## src/rtl/des_fp_serializer.sv

```systemverilog
// DES output stage: applies IP^-1 to {R16,L16}, registers the ciphertext and streams it MSB-first in SER_W-bit beats.
// Beat 0 appears the cycle after capture; out_ready low freezes the beat and holds in_ready low until the last beat leaves.
module des_fp_serializer #(
    parameter int SER_W = 8
) (
    input  logic             clk,
    input  logic             rst_n,
    input  logic             in_valid,
    output logic             in_ready,
    input  logic [31:0]      l16,
    input  logic [31:0]      r16,
    output logic             out_valid,
    input  logic             out_ready,
    output logic [SER_W-1:0] out_data,
    output logic             out_last,
    output logic [63:0]      block_out,
    output logic             busy
);
    localparam int BEATS = 64 / SER_W;
    localparam int CW    = (BEATS > 1) ? $clog2(BEATS) : 1;
    localparam logic [CW-1:0] LAST_CNT = CW'(BEATS - 1);

    typedef enum logic {IDLE, SEND} state_t;

    state_t        state_q, state_d;
    logic [CW-1:0] cnt_q, cnt_d;
    logic [63:0]   shift_q, shift_d;
    logic [63:0]   block_q, block_d;
    logic [63:0]   pre, cph;
    logic          last_beat, capture, accept;

    // DES bit n (1 = MSB) lives at vector index 64-n.
    assign pre = {r16, l16};

    for (genvar gi = 1; gi <= 64; gi++) begin : g_fp
        localparam int K   = (gi - 1) % 8;
        localparam int R   = (gi - 1) / 8;
        localparam int SRC = ((K % 2) == 0) ? (40 + 4 * K - R) : (4 + 4 * K - R);
        assign cph[64-gi] = pre[64-SRC];
    end

    assign last_beat = (cnt_q == LAST_CNT);

    // in_ready reaches back through out_ready so a new block can land on the last beat without a bubble.
    always_comb begin
        out_valid = 1'b0;
        out_last  = 1'b0;
        busy      = 1'b0;
        in_ready  = 1'b0;
        out_data  = '0;
        if (rst_n) begin
            out_valid = (state_q == SEND);
            busy      = (state_q == SEND);
            out_last  = (state_q == SEND) && last_beat;
            in_ready  = (state_q == IDLE) || (out_ready && last_beat);
            out_data  = shift_q[63 -: SER_W];
        end
    end

    assign capture   = in_valid && in_ready;
    assign accept    = out_valid && out_ready;
    assign block_out = block_q;

    always_comb begin
        state_d = state_q;
        cnt_d   = cnt_q;
        shift_d = shift_q;
        block_d = block_q;
        if (accept && !last_beat) begin
            shift_d = shift_q << SER_W;
            cnt_d   = cnt_q + 1'b1;
        end
        if (accept && last_beat) begin
            state_d = IDLE;
        end
        if (capture) begin
            state_d = SEND;
            cnt_d   = '0;
            shift_d = cph;
            block_d = cph;
        end
    end

    always_ff @(posedge clk) begin
        if (!rst_n) begin
            state_q <= IDLE;
            cnt_q   <= '0;
            shift_q <= '0;
            block_q <= '0;
        end else begin
            state_q <= state_d;
            cnt_q   <= cnt_d;
            shift_q <= shift_d;
            block_q <= block_d;
        end
    end
endmodule

```

## config.mk

```make
export PLATFORM = sky130hd
export DESIGN_NAME = des_fp_serializer
export DESIGN_NICKNAME = d
export VERILOG_FILES = /design/src/rtl/des_fp_serializer.sv
export SDC_FILE = /design/constraint.sdc
export NUM_CORES = 1
export LEC_CHECK = 0
export CAP_MARGIN = 20
export CORE_MARGIN = 1.5
export CORE_UTILIZATION = 40
export CTS_BUF_LIST = sky130_fd_sc_hd__clkbuf_8
export DETAILED_ROUTE_END_ITERATION = 6
export PLACE_DENSITY = 0.65
export SETUP_SLACK_MARGIN = 0.3
export SYNTH_ARGS = -nofsm -noshare
export SYNTH_HDL_FRONTEND = slang
export SYNTH_SLANG_ARGS = --single-unit
```

## constraint.sdc

```tcl
create_clock -name clk -period 4.84 [get_ports clk]
set_input_delay 1.452 -clock clk [delete_from_list [all_inputs] [get_ports clk]]
set_output_delay 1.452 -clock clk [all_outputs]
set_load 0.005 [all_outputs]
```

==> impl_results.md <==
- Hold crit path type: reg -> reg
- Place WS: 0.6971 ns
- Post-CTS setup buffers: 0
- Congestion Overflow GR: 0
- Routed via count: 5246
- Die Width: 119.9 um
- Share of cells above drive strength 1: 7.417%
- Max-cap viol count: 0
- WHS: 0.4533 ns
- Hold Path Origin: block_out[37]
- Area growth, synth to finish: 32.07%
- Crit path time final: 4.130 ns
- Synth area leader: dfxtp_1
- Hold_buf cts: 0
- Data required time of the critical path: 3.39 ns
- Max Freq: 0.2421 GHz
- First-pass GRT wire length: 25280 um
- Top-area cell type share of the netlist area: 48.38%
- Overall power: 2409 uW
- Setup ws final: 0.7098 ns
- Setup CP Type: in -> out
- Core area: 13300 um2
- Number of global-route vias before repair: 5152
- Final instance area: 7213 um2
- Initial antenna violation count: 0
- Worst R2R Start: cnt_q[0]
- Period utilization: 85.34%
- Antenna Cells: 0
- Wire length per cell: 16.25 um
- First-pass iteration count of the detailed router: 5
- Worst-skew pair later-pin latency: 0.44 ns
- Sequential area share after synthesis: 48.38%
- Syn_area_per_cell: 8.176 um2
- Setup Skew: 0.008986 ns
- Final wirelength: 15570 um
- Nets@finish: 841
- DRT iter0 DRCs: 317
- Reg2reg setup slack: 2.28 ns
- Mapped Area: 5461 um2
- Syn_nets: 738
- Crit path launch type: primary input
- Reg2reg path depth: 7
- Residual DRC: 0
- Min-Delay Endpoint: block_out[37]
- Hold Vio Cnt, Final: 0
- Antenna viol nets, final: 0
- Clock-pin slew on the worst setup and hold paths: 0.07 ns
- Actual slew at the worst max-slew pin: 0.8457 ns
- Vias per cell: 5.476
- Largest net degree at the start of global routing: 67
- Yosys reg bits: 132
- CTS max path bufs: 2
- Post-cts gate resize count: 0
- Die area: 14360 um2
- Top_reg_cell synth: dfxtp_1
- I/O pin count: 144
- Pleak: 0.002445 uW
- Arr. time, crit path: 2.68 ns
- Share of flip-flops with an asynchronous set or reset: 0%
- Setup TNS: 0 ns
- Sink Count: 132
- IO Port Bufs: 143
- CTS tree: yes
- Placed inst area: 6840 um2
- Outcome: completed
- Layout filler cell count: 1283
- Yosys warnings: 0
- Initial Util: 41.08%
- RSZ-0062 raised after global routing: no
- Hold depth: 2
- Unique masters post-synth: 26
- Type of element capturing the critical path: output port
- Final Max Slew Viols: 0
- Max IR drop VDD: 0.0001403 V
- Syn Inst Count: 668
- Setup Viol. Count Final: 0
- H-Tree Depth: 4
- Worst rel slew slack: 43.49%
- Gpl congestion: 0.7815
- HPWL after DPL: 9845 um
- Root Buffer: clkbuf_8
- Die height: 119.9 um
- Synth area leaders: dfxtp_1 (48%), nand2_1 (12%), a311oi_1 (7.4%), nand3_1 (5.9%), nor3_1 (5.1%)
- R2R Path End: block_out[48]
- CTS buffer count: 17
- Row cnt: 42
- Max FO, Critical Path: 4
- Count of flip-flops with a built-in enable after synthesis: 0
- GRT Total Usage: 22.06%
- Power density cells: 334.0 nW/um2
[area by class of cell]
type,instances,area (um2),area share (%)
sequential,132,2643,36.63
multi-input combinational,455,2424,33.60
timing repair buffer,155,1516,21.02
clock buffer,23,316.6,4.389
tap,176,220.2,3.053
clock inverter,7,56.30,0.7806
inverter,10,37.54,0.5204
[report_power, final]
part	total, uW	internal (uW)	switching, uW
clock network	872	475	398
logic	337	170	168
registers	1200	1160	40.6
total	2410	1800	606
[layer usage]
metal	global-route usage (%)	routed length, um
met1	27.32	6961
met2	36.78	7458
met3	4.848	777
met4	9.896	374
met5	0	0
[synth_stat cells, types with 2 or more instances]
library cell / number
and2_1: 10
inv_1: 10
o21ai_1: 10
o21ai_0: 55
o211ai_1: 8
nand2_1: 174
ha_1: 2
dfxtp_1: 132
buf_6: 7
nor2_1: 3
nor3_1: 56
buf_1: 6
clkbuf_1: 23
buf_4: 7
a311oi_1: 46
nand3_1: 64
buf_2: 27
a21oi_1: 11
a311oi_2: 10
[stage by stage]
stage | std cells | utilization (%)
final | 958 | 54.25
after global routing | 958 | 54.25
after CTS | 958 | 54.25
after detailed placement | 928 | 51.45
after global placement | 928 | 51.45
after floorplan | 668 | -
[worst max path at each step]
stage / slack, ns / to / from
after global routing: 0.66 / in_ready / out_ready
after detailed placement: 0.70 / in_ready / out_ready
after floorplan: 1.19 / in_ready / rst_n
after global placement: 0.71 / in_ready / out_ready
after CTS: 0.70 / in_ready / out_ready
final: 0.71 / in_ready / out_ready
[layout by cell type, fill, tap and decap left out]
master             n
nor3_1            56
and2_2             1
nand3_1           64
a311oi_2          10
nand4b_1           1
o211ai_1           8
nand2_1          172
ha_1               2
a21bo_2            1
and2_1             9
clkdlybuf4s50_1  142
nor2_1             2
o21ai_1           10
nor2_4             1
xnor2_1            1
inv_1             12
a21boi_4           1
a311oi_1          46
buf_4             12
and3_1             1
and4b_2            1
clkinv_2           3
nand2_2            2
inv_2              1
o21ai_0           55
buf_2              1
clkbuf_8          23
a21oi_1           11
bufinv_16          1
dfxtp_1          132
[worst max-delay path: stages]
cell,delay [ns]
clkdlybuf4s50_1,0.57
a21boi_4,0.08
nor2_1,0.08
clkdlybuf4s50_1,0.50
[flip-flops by register name, indices dropped and copies added (netlist names)]
| register | flops |
|---|---|
| block_out | 64 |
| cnt_q | 3 |
| shift_q | 64 |
| state_q | 1 |
[cells by family after synthesis]
kind of cell             count (synthesis)  share of synthesized area [%]
AND/OR/NAND/NOR                        310                          24.77
AO/OA/AOI/OAI                          142                          18.58
flip-flops                             132                          48.38
buffers and inverters                   81                          7.652
adder cells (fa/ha/maj)                  2                         0.4581
XOR/XNOR                                 1                         0.1604
Note: power is estimated with default switching activity, not from simulation.
